--- src/rtl/mul_arbiter.sv ---
// Two-port round-robin front end for a shared combinational 8x8 multiplier.
// Each accepted request gets CALC_CYCLES settle cycles, then holds its product until consumed.

module i8bit_mul (
  input  logic [7:0]  i_a,
  input  logic [7:0]  i_b,
  output logic [15:0] o_p
);
  assign o_p = 16'(i_a) * 16'(i_b);
endmodule

module mul_arbiter #(
  parameter int CALC_CYCLES = 1
) (
  input  logic       clk,
  input  logic       rst,
  input  logic       req_valid_0,
  input  logic       req_valid_1,
  output logic       req_ready_0,
  output logic       req_ready_1,
  input  logic [7:0] a_0,
  input  logic [7:0] b_0,
  input  logic [7:0] a_1,
  input  logic [7:0] b_1,
  output logic       rsp_valid_0,
  output logic       rsp_valid_1,
  input  logic       rsp_ready_0,
  input  logic       rsp_ready_1,
  output logic [7:0] prod_low,
  output logic [7:0] prod_high,
  output logic       busy,
  output logic [1:0] dbg_state
);
  // Handshakes: a transfer happens on a rising edge where valid and ready are both high;
  // requesters hold valid (and operands) until that edge, ready never depends on ready.

  typedef enum logic [1:0] {S_IDLE, S_CALC, S_RESP} state_t;

  localparam logic [2:0] CNT_LOAD = 3'(CALC_CYCLES - 1);

  state_t      r_state;
  logic        r_prio;
  logic        r_owner;
  logic [2:0]  r_cnt;
  logic [7:0]  r_a;
  logic [7:0]  r_b;
  logic [15:0] r_prod;
  logic        r_rsp_valid_0;
  logic        r_rsp_valid_1;

  logic        w_idle;
  logic        w_take;
  logic        w_grant_1;
  logic        w_rsp_ack;
  logic [15:0] w_mul;

  i8bit_mul u_mul (
    .i_a (r_a),
    .i_b (r_b),
    .o_p (w_mul)
  );

  // Port 1 wins when it is alone, or when both ask and the pointer names it.
  assign w_grant_1 = req_valid_1 && (!req_valid_0 || r_prio);
  assign w_take    = req_valid_0 || req_valid_1;
  assign w_idle    = (r_state == S_IDLE) && !rst;
  assign w_rsp_ack = r_owner ? rsp_ready_1 : rsp_ready_0;

  assign req_ready_0 = w_idle && req_valid_0 && !w_grant_1;
  assign req_ready_1 = w_idle && w_grant_1;

  assign rsp_valid_0 = r_rsp_valid_0;
  assign rsp_valid_1 = r_rsp_valid_1;
  assign prod_low    = r_prod[7:0];
  assign prod_high   = r_prod[15:8];
  assign busy        = (r_state != S_IDLE);
  assign dbg_state   = r_state;

  always_ff @(posedge clk) begin
    if (rst) begin
      r_state       <= S_IDLE;
      r_prio        <= 1'b0;
      r_owner       <= 1'b0;
      r_cnt         <= 3'd0;
      r_a           <= 8'd0;
      r_b           <= 8'd0;
      r_prod        <= 16'd0;
      r_rsp_valid_0 <= 1'b0;
      r_rsp_valid_1 <= 1'b0;
    end else begin
      case (r_state)
        S_IDLE: begin
          if (w_take) begin
            r_owner <= w_grant_1;
            r_a     <= w_grant_1 ? a_1 : a_0;
            r_b     <= w_grant_1 ? b_1 : b_0;
            r_prio  <= !w_grant_1;
            r_cnt   <= CNT_LOAD;
            r_state <= S_CALC;
          end
        end
        S_CALC: begin
          if (r_cnt == 3'd0) begin
            r_prod        <= w_mul;
            r_rsp_valid_0 <= !r_owner;
            r_rsp_valid_1 <= r_owner;
            r_state       <= S_RESP;
          end else begin
            r_cnt <= r_cnt - 3'd1;
          end
        end
        S_RESP: begin
          if (w_rsp_ack) begin
            r_rsp_valid_0 <= 1'b0;
            r_rsp_valid_1 <= 1'b0;
            r_state       <= S_IDLE;
          end
        end
        default: r_state <= S_IDLE;
      endcase
    end
  end

endmodule
--- config.mk ---
export PLATFORM = sky130hd
export DESIGN_NAME = mul_arbiter
export DESIGN_NICKNAME = d
export VERILOG_FILES = /design/src/rtl/mul_arbiter.sv
export SDC_FILE = /design/constraint.sdc
export NUM_CORES = 1
export LEC_CHECK = 0
export BUFFER_PORTS_ARGS = -buffer_cell sky130_fd_sc_hd__buf_2
export CAP_MARGIN = 5
export CELL_PAD_IN_SITES_DETAIL_PLACEMENT = 2
export CELL_PAD_IN_SITES_GLOBAL_PLACEMENT = 2
export CORE_MARGIN = 4
export CORE_UTILIZATION = 38
export CTS_CLUSTER_DIAMETER = 30
export DETAILED_ROUTE_END_ITERATION = 6
export PLACE_DENSITY_LB_ADDON = 0.2
export REMOVE_ABC_BUFFERS = 1
export SLEW_MARGIN = 20
export SYNTH_ARGS = -nofsm -noshare
export SYNTH_HDL_FRONTEND = slang
export SYNTH_SLANG_ARGS = --single-unit
export TNS_END_PERCENT = 5
--- constraint.sdc ---
create_clock -name clk -period 6.35 [get_ports clk]
set_input_delay 0.635 -clock clk [delete_from_list [all_inputs] [get_ports clk]]
set_output_delay 0.635 -clock clk [all_outputs]
set_load 0.02 [all_outputs]
### Yosys cells after proc, flatten, opt, wreduce, memory -nomap -nowiden

Cells that the tools add are included.

| operators by class | value |
|---|---|
| $add $sub $neg | 1 |
| multiply operators | 1 |
| eq/ne operators | 6 |
| mux-type cells | 15 |
| reduce and logical (&&, ||, !) cells | 21 |

Operator list:

| kind | count |
|---|---|
| 8-bit by 8-bit multiplier with 16-bit output | 1 |
| 8-bit two-way mux | 2 |
| 3-bit AND reduction | 3 |
| 2-bit inequality test, second input constant | 4 |
| 2-bit two-way mux | 3 |
| 3-bit two-way mux | 2 |
| 2-bit one-hot mux with 3 select lines | 1 |
| 3-bit one-hot mux with 2 select lines | 1 |
| 2-bit nonzero test | 3 |
| 1-bit logical AND | 5 |
| 1-bit zero test | 4 |
| 1-bit two-way mux | 4 |
| 1-bit one-hot mux with 2 select lines | 2 |
| 2-bit AND reduction | 2 |
| 3-bit zero test | 1 |
| 3-bit by 1-bit subtractor with 3-bit output, second input constant | 1 |
| 2-bit by 1-bit == test with 1-bit output, second input constant | 1 |
| 2-bit == test, second input constant | 1 |
| 2-bit zero test | 1 |
| 1-bit logical OR | 2 |

| word-level totals | value |
|---|---|
| flip-flop bits (word level) | 41 |
| bits of input ports | 38 |
| output and inout port bits | 23 |
| word-level logic and storage cells | 53 |

### Logic depth before layout (Yosys ltp)

Gate-level depths: netlist of run 1.

| logic depth | value |
|---|---|
| depth after elaboration | 5 |
| mapped depth | 16 |
| gate-level depth less buffers | 16 |

### Modules after synthesis

From an unflattened synthesis of run 1, not the netlist that was laid out.

| unflattened totals | value |
|---|---|
| cell total of the unflattened synthesis | 442 |
| area, all modules | 3881.2 µm² |

Modules (own cells, without submodules):

| module | times used | cells each | area an instance (µm²) | seq. area each (µm²) |
|---|---|---|---|---|
| i8bit_mul | 1 | 243 | 2107.0 | 0.0 |
| mul_arbiter | 1 | 199 | 1774.2 | 820.8 |

### Least setup slack after synthesis of run 1

Ideal clock, no wire load.

| timing | value |
|---|---|
| path type | reg2reg |
| start | reg r_a[1] |
| end | reg r_prod[14] |
| library setup time | 0.123 ns |
| arrival time | 4.161 ns |
| data required time | 6.227 ns |
| slack | 2.065 ns |
| cell stages (with the launch flop) | 15 |
| path buffers | 0 |
| clock period less this slack | 4.285 ns |
| path through | dfxtp_1 -> and2_1 -> fa_1 -> fa_1 -> inv_1 -> fa_1 -> fa_1 -> inv_1 -> ha_1 -> a21o_1 -> a21oi_2 -> a21oi_1 -> a311o_1 -> a21oi_2 -> mux2_1 |

| between the ends | value |
|---|---|
| word-level cells in the longest chain between the ends | 1 |

Ends and longest elaborated chain:

| what | RTL line | RTL |
|---|---|---|
| start: declaration | 45 | `logic [7:0] r_a;` |
| start signal: assignment | 95 | `r_a <= w_grant_1 ? a_1 : a_0;` |
| 8-bit by 8-bit multiplier with 16-bit output | 9 | `assign o_p = 16'(i_a) * 16'(i_b);` |
| end signal: assignment | 104 | `r_prod <= w_mul;` |
| end: declaration | 47 | `logic [15:0] r_prod;` |

No other way between the ends.
A chain may end at the register's enable or synchronous reset.

### Final worst setup path of run 1

| timing | value |
|---|---|
| start | reg r_b[7] |
| end | reg r_prod[14] |

| between the ends | value |
|---|---|
| word-level cells in the longest chain between the ends | 1 |

Ends and longest elaborated chain:

| what | RTL line | RTL |
|---|---|---|
| start: declaration | 46 | `logic [7:0] r_b;` |
| start signal: assignment | 96 | `r_b <= w_grant_1 ? b_1 : b_0;` |
| 8-bit by 8-bit multiplier with 16-bit output | 9 |  |

No other way between the ends.

==> results of run 1 <==
[layer usage]
metal	track usage, %	up-vias	part of all wire (%)
met5	0	-	0
met4	4.018	0	1.2
met3	3.299	11	2.3
met2	39.41	38	56
met1	22.31	1602	40
li1	-	1512	-
[tightest hold or removal path: stages (launching register included)]
cell and delay [ns]:
dfxtp_1 0.31, nand2_1 0.05, a21oi_1 0.05
[flip-flops by register name, indices dropped and copies added (netlist names)]
register / count
r_prod: 16
r_a: 8
r_b: 8
r_cnt: 3
dbg_state: 2
r_owner: 1
r_prio: 1
rsp_valid_0: 1
rsp_valid_1: 1
[per-stage QoR]
stage / instances / setup WS (ns) / util, %
global placement: 604 / 1.893 / 44.27
detailed placement: 604 / 1.761 / 44.27
global route: 612 / 1.377 / 45.58
floorplan: 413 / 2.065 / -
finish: 612 / 1.579 / 45.58
CTS: 612 / 1.617 / 45.50
[cells in the final DEF, fill, tap and decap left out, types with 2 or more instances in the layout]
master / instances
buf_2: 60
and2_1: 52
inv_1: 48
dfxtp_1: 41
nor2_1: 39
ha_1: 38
nand2_1: 36
fa_1: 36
a21oi_1: 24
a211oi_1: 22
mux2i_1: 18
nor3_1: 6
clkbuf_8: 6
nor2b_1: 5
xnor2_1: 5
o21ai_0: 5
a21o_1: 4
xor2_1: 4
nor4b_1: 3
nand3_1: 3
inv_2: 2
o21a_1: 2
a21oi_2: 2
buf_4: 2
[kinds of logic (layout without fill, tap and decap cells)]
family,Yosys count,after routing,synth area share (%)
fa+ha+maj,74,74,31.94
buf+inv,63,120,6.549
mux,19,19,5.112
flops,41,41,21.92
xor+xnor,9,9,2.105
compound gates,67,67,11.76
simple gates,153,153,20.62
[cell type report]
cell class                      count  area, sq um  share of cell area, %
Inverter                           50        187.7                  4.373
Clock inverter                      1        30.03                 0.6997
Clock buffer                        7        86.33                  2.012
Tap cell                          129        161.4                  3.761
Sequential cell                    41        820.8                  19.13
Multi-Input combinational cell    322         2690                  62.68
Timing Repair Buffer               62        315.3                  7.347
[worst paths after layout]
check                 start  cells past startpoint  slack (ns)    endpoint
hold reg to reg   r_prod[6]                      2        0.45   r_prod[6]
hold / removal    r_prod[6]                      2        0.45   r_prod[6]
setup reg to reg     r_b[7]                     14        1.58  r_prod[14]
setup / recovery     r_b[7]                     14        1.58  r_prod[14]
[where the power goes]
part	switching, W	internal (W)
Combinational	0.000205	0.000139
Sequential	0.0000390	0.000282
Clock	0.000106	0.000128
==> results by group, run 1 <==
Outcome
  • Run status: finished clean

Clock network
  • Post-CTS resize count: 0
  • Worst-Skew Late Latency: 0.32 ns
  • Clock buffer depth: 2
  • Clock root cell: clkbuf_8
  • Post-CTS setup buffer count: 0
  • TritonCTS clock tree: built
  • H-tree lvl count: 2
  • Hold buffer count at CTS: 0
  • Clk sinks: 41
  • TritonCTS Buffers: 5
  • Clock transition at path regs: 0.08 ns

Logic synthesis
  • Post-synthesis cell type count: 41
  • Most numerous cell in the Yosys netlist: and2_1
  • Top-area cell type share of the netlist area: 21.92%
  • Largest cells by area after synthesis: dfxtp_1 22%, fa_1 19%, ha_1 13%
  • Cell Area, Synth: 3745 sq um
  • Post-synthesis register bit count: 41
  • Synth Warn #: 0
  • EDFF count, synth: 0
  • Cell count after synthesis: 426
  • Post-synthesis sequential area ratio: 21.92%
  • Area leader, netlist: dfxtp_1
  • Syn avg cell area: 8.791 sq um
  • Asr flop ratio synth: 0%
  • Top post-synthesis cells by count: 52 x and2_1, 48 x inv_1, 41 x dfxtp_1
  • Most common flop cell mapped by yosys: dfxtp_1

Layout
  • # fillers: 1087
  • Layout area overhead: 14.60%
  • Diodes inserted: 0
  • Layout cells sized above 1: 16.15%
  • Fin nets: 594
  • Design Area, Final: 4292 sq um

Power and ir drop
  • Worst vdd ir: 0.0001037 V
  • Pwr dens: 209.7 nW/um^2
  • Leak: 2.181 nW
  • Power after layout: 0.0008999 W

Timing
  • Fmax: 0.2096 GHz
  • Clk_skew: 0.01347 ns
  • Final hold viol count: 0
  • Setup violations, final: 0
  • Minimum clock period: 4.771 ns
  • Slew headroom: 40.69%
  • Setup TNS: 0 ns
  • Fin. max-slew vios: 0
  • Final worst-path cycle share: 75.13%
  • WHS: 0.4543 ns
  • Actual slew at the worst max-slew pin: 0.8896 ns
  • RSZ-0062 raised after global routing: no

Floorplan
  • Die area: 11510 sq um
  • Starting Density: 39.77%
  • Die H: 107.3 um
  • Die Width: 107.3 um
  • Core ar.: 9415 sq um
  • Ports: 61
  • Std-Cell Rows: 35

Global routing
  • Grt ovf: 0
  • Vias in the first global route: 3612
  • Initial antenna violation count: 0
  • Tot GR Track Use: 20.01%
  • Largest net degree at the start of global routing: 49
  • Global-route wire length before repair: 18160 um

Placement
  • Hpwl dp: 8152 um
  • Input/output buffers: 60
  • Gp weighted congestion: 0.8247
  • Placed Area: 4168 sq um

Route
  • DRT iter0 DRCs: 87
  • Average wire per standard cell: 17.71 um
  • DRT Pass-1 Iters: 4
  • Final WL: 10840 um
  • DR vias/cell: 5.168
  • Remaining DRCs: 0
  • Vias: 3163
  • Post-DRT Antenna Nets: 0

Critical path
  • Crit path capture type: register
  • Max Fanout on Critical Path: 9
  • Kind of critical path: reg -> reg
  • Arrival @ worst endpoint: 4.97 ns
  • Critical Path Max Stage Delay: 0.57 ns
  • CP startpoint kind: register
  • CP required: 6.55 ns
  • Buf+Inv Stages, Crit Path: 3
  • Largest delay share family, worst path: adder cells
  • Cell chain of the critical path: nand2_1 -> fa_1 -> fa_1 -> inv_1 -> fa_1 -> inv_1 -> fa_1 -> inv_1 -> ha_1 -> a21oi_2 -> a21oi_1 -> a311o_1 -> a21oi_2 -> mux2_1
  • CP dominant cell by count: fa_1
  • Slowest CP cell: fa_1

Min path
  • Hold/Removal Path Class: reg -> reg

Run
  • Max cap viols: 0
(Power assumes the default switching activity.)
==> run 2: changes to the inputs <==
Settings changed: ABC_AREA set to 1, CORE_UTILIZATION 38 to 32.
Clock period 6.35 ns to 4.4 ns, I/O delays scaled along.
==> run 2 against run 1 <==
Power rose by 72%; largest cell class unchanged; core utilization shrank 7.8 points; fmax increased by 18%; critical endpoint is now r_prod[12]; clock skew shrank 0.0090 ns; critical path type unchanged; die area up 28%; clock power rose by 90%; clock-buffer cell count stayed put; largest power group unchanged.
==> results by group, run 2 <==
Layout
  • Commonest non-fill, non-tap cell in the layout: inv_1
  • Layout cells sized above 1: 15.08% (-1.1 points)
  • Fin nets: 761 (+28%)
  • Biggest register: r_prod
  • Diodes inserted: 0 (unchanged)
  • Non-filler cells, final: 822 (+34%)
  • # fillers: 1595 (+47%)
  • Number of flip-flops in the largest register: 16 (unchanged)
  • Most frequent cells in the layout: 145 x inv_1, 132 x nand2_1, 75 x nor2_1, 60 x buf_2
  • Layout area overhead: 15.37%
  • Biggest regs: r_prod (16), r_a (8), r_b (8)

Power and ir drop
  • Switching portion of total power: 39.59% (+0.73 points)
  • P_int: 0.0009375 W (+70%)
  • Clock Power Share: 28.6% (+2.6 points)
  • Combinational share of power: 38.5% (+0.3 points)
  • Leak: 2.949 nW (+35%)
  • Flop pwr share: 32.9% (-2.8 points)
  • Pwr dens: 325.9 nW/um^2 (+55%)
  • Switching power: 0.0006143 W (+76%)
  • Worst vdd ir: 0.0001739 V (+68%)

Global routing
  • Grt met1 use: 21.62% (-0.69 points)
  • Global-route wire length before repair: 21470 um (+18%)
  • GR met3 Demand/Resource: 3.435% (+0.14 points)
  • Vias in the first global route: 4388 (+21%)
  • Met2 Use GR: 34.47% (-4.9 points)
  • Initial antenna violation count: 0 (unchanged)
  • GR peak layer: met2
  • Tot GR Track Use: 18.27% (-1.7 points)
  • Grt ovf: 0 (unchanged)
  • Largest net degree at the start of global routing: 26 (-47%)

Run
  • Max cap viols: 0 (unchanged)

Placement
  • Placement Setup Slack: 0.1324 ns (-1.628 ns)
  • Inst Count DP: 814 (+35%)
  • Input/output buffers: 60 (unchanged)
  • Hpwl dp: 10170 um (+25%)
  • Gp weighted congestion: 0.8341 (+1.1%)

Floorplan
  • Die Width: 121.6 um (+13%)
  • Core ar.: 12620 sq um (+34%)
  • Std-Cell Rows: 41 (+17%)
  • Die area: 14780 sq um (+28%)
  • Starting Density: 32.71% (-7.1 points)
  • Die H: 121.6 um (+13%)
  • Ports: 61 (unchanged)

Clock network
  • Clock transition at path regs: 0.06 ns (-0.02 ns)
  • H-tree lvl count: 2 (unchanged)
  • Worst-Skew Late Latency: 0.30 ns (-0.02 ns)
  • Post-CTS resize count: 0 (unchanged)
  • Hold buffer count at CTS: 0 (unchanged)
  • Clock buffer depth: 2 (unchanged)
  • Post-CTS setup buffer count: 0 (unchanged)
  • TritonCTS Buffers: 5 (unchanged)
  • Clock root cell: clkbuf_16
  • TritonCTS clock tree: built
  • Clk sinks: 41 (unchanged)

Critical path
  • Crit path capture type: register
  • Cell chain of the critical path: nand2_1 -> fa_1 -> fa_1 -> inv_1 -> fa_1 -> inv_1 -> fa_1 -> inv_1 -> ha_1 -> nand2_1 -> inv_1 -> nand2_1 -> nand2_1 -> nand2_1 -> nand3_1 -> nand2_1 -> nand3_1 -> nand2_1 -> inv_1
  • Critical Path Max Stage Delay: 0.56 ns (about the same)
  • Arrival @ worst endpoint: 4.24 ns (-0.73 ns)
  • CP startpoint kind: register
  • Slowest CP cell: fa_1
  • Max Fanout on Critical Path: 9 (unchanged)
  • CP required: 4.60 ns (-1.95 ns)
  • Kind of critical path: reg -> reg
  • CP dominant cell by count: nand2_1

Timing
  • Final setup margin: 0.3549 ns (-1.224 ns)
  • Final worst-path cycle share: 91.93% (+17 points)
  • Fmax: 0.2472 GHz (+18%)
  • Setup violations, final: 0 (unchanged)
  • Setup TNS: 0 ns (unchanged)
  • Final hold viol count: 0 (unchanged)
  • RSZ-0062 raised after global routing: no
  • Minimum clock period: 4.045 ns (-0.7257 ns)
  • Slew headroom: 44.73% (+4.0 points)
  • WHS: 0.4463 ns (-0.007979 ns)
  • Clk_skew: 0.004453 ns (-0.009013 ns)
  • Fin. max-slew vios: 0 (unchanged)
  • Actual slew at the worst max-slew pin: 0.8282 ns (-0.06141 ns)

Route
  • Average wire per standard cell: 14.92 um (-16%)
  • DRT Pass-1 Iters: 4 (unchanged)
  • DRT iter0 DRCs: 92 (+5.7%)
  • Post-DRT Antenna Nets: 0 (unchanged)
  • Vias: 3849 (+22%)
  • Remaining DRCs: 0 (unchanged)
  • Final WL: 12260 um (+13%)
  • DR vias/cell: 4.682 (-9.4%)

Logic synthesis
  • Post-synthesis register bit count: 41 (unchanged)
  • Most common flop cell mapped by yosys: dfxtp_1
  • Cell Area, Synth: 4128 sq um (+10%)
  • Largest cells by area after synthesis: dfxtp_1 20%, fa_1 17%, inv_1 13%
  • Most numerous cell in the Yosys netlist: inv_1
  • Top post-synthesis cells by count: 145 x inv_1, 132 x nand2_1, 75 x nor2_1
  • EDFF count, synth: 0 (unchanged)
  • Top-area cell type share of the netlist area: 19.88% (-2.0 points)
  • Asr flop ratio synth: 0% (unchanged)
  • Syn avg cell area: 6.868 sq um (-22%)
  • Area leader, netlist: dfxtp_1
  • Post-synthesis cell type count: 34 (-17%)
  • Cell count after synthesis: 601 (+41%)
  • Post-synthesis sequential area ratio: 19.88% (-2.0 points)
  • Synth Warn #: 0 (unchanged)

Outcome
  • Run status: finished clean

Min path
  • Hold/Removal Path Class: in -> reg
-- run 2: cell count changes after synthesis, sizes merged, moves of 10 or more --
cell and delta:
nand2 +99, mux2i -18, inv +99, nor2 +40, a21oi -15, a211oi -21
nand3 +35, clkbuf +10, o31ai +15, and2 -51
-- run 2: layout make-up --
type                    instances  area (sq um)  share of cell area [%]
repair buffers                 68         360.3                   7.567
inverters                     149         559.3                   11.74
well taps                     172         215.2                   4.519
clock inverters                 1         30.03                  0.6306
flip-flops and latches         41         839.6                   17.63
multi-input cells             384          2615                   54.91
clock buffers                   7         142.6                   2.995
-- run 2: worst paths after layout --
kind / cells after the start / endpoint / slack, ns / startpoint
max: 19 / r_prod[12] / 0.35 / r_b[6]
max reg2reg: 19 / r_prod[12] / 0.35 / r_b[6]
min: 3 / r_a[1] / 0.45 / a_0[1]
min reg2reg: 1 / r_cnt[0] / 0.47 / r_cnt[0]
-- run 2: power by group through the flow --
stage / Sequential, W / Clock (W) / Combinational (W)
floorplan: 0.000536 / 0 / 0.000369
global placement: 0.000510 / 0 / 0.000589
detailed placement: 0.000516 / 0 / 0.000613
CTS: 0.000508 / 0.000458 / 0.000619
global route: 0.000523 / 0.000477 / 0.000701
finish: 0.000510 / 0.000444 / 0.000598
-- run 2: cell families after synthesis --
kind of cell / share of synthesized area, %
AOI/OAI and AO/OA: 6.639
xor gates and xnor gates: 1.273
adders and majority gates: 28.98
buffers and inverters: 16.76
DFF: 19.88
and+or+nand+nor: 26.46
-- run 2: layer usage --
metal  up-vias  wire length (um)
li1       1886                 -
met1      1903              5144
met2        53              6549
met3         7               471
met4         0                98
met5         -                 0
-- run 2: critical path, delay by kind of cell (launching register included) --
kind                       cells  cell delay (ns)
adders and majority gates      5             2.48
DFF                            1             0.43
buffers and inverters          5             0.28
and+or+nand+nor                9             0.76
-- run 2: stage by stage --
stage | cell area [sq um] | utilization, % | total power, W
floorplan | 3995 | - | 0.0009054
global placement | 4571 | 36.22 | 0.001099
detailed placement | 4571 | 36.22 | 0.001129
CTS | 4743 | 37.59 | 0.001585
global route | 4762 | 37.74 | 0.001701
finish | 4762 | 37.74 | 0.001552
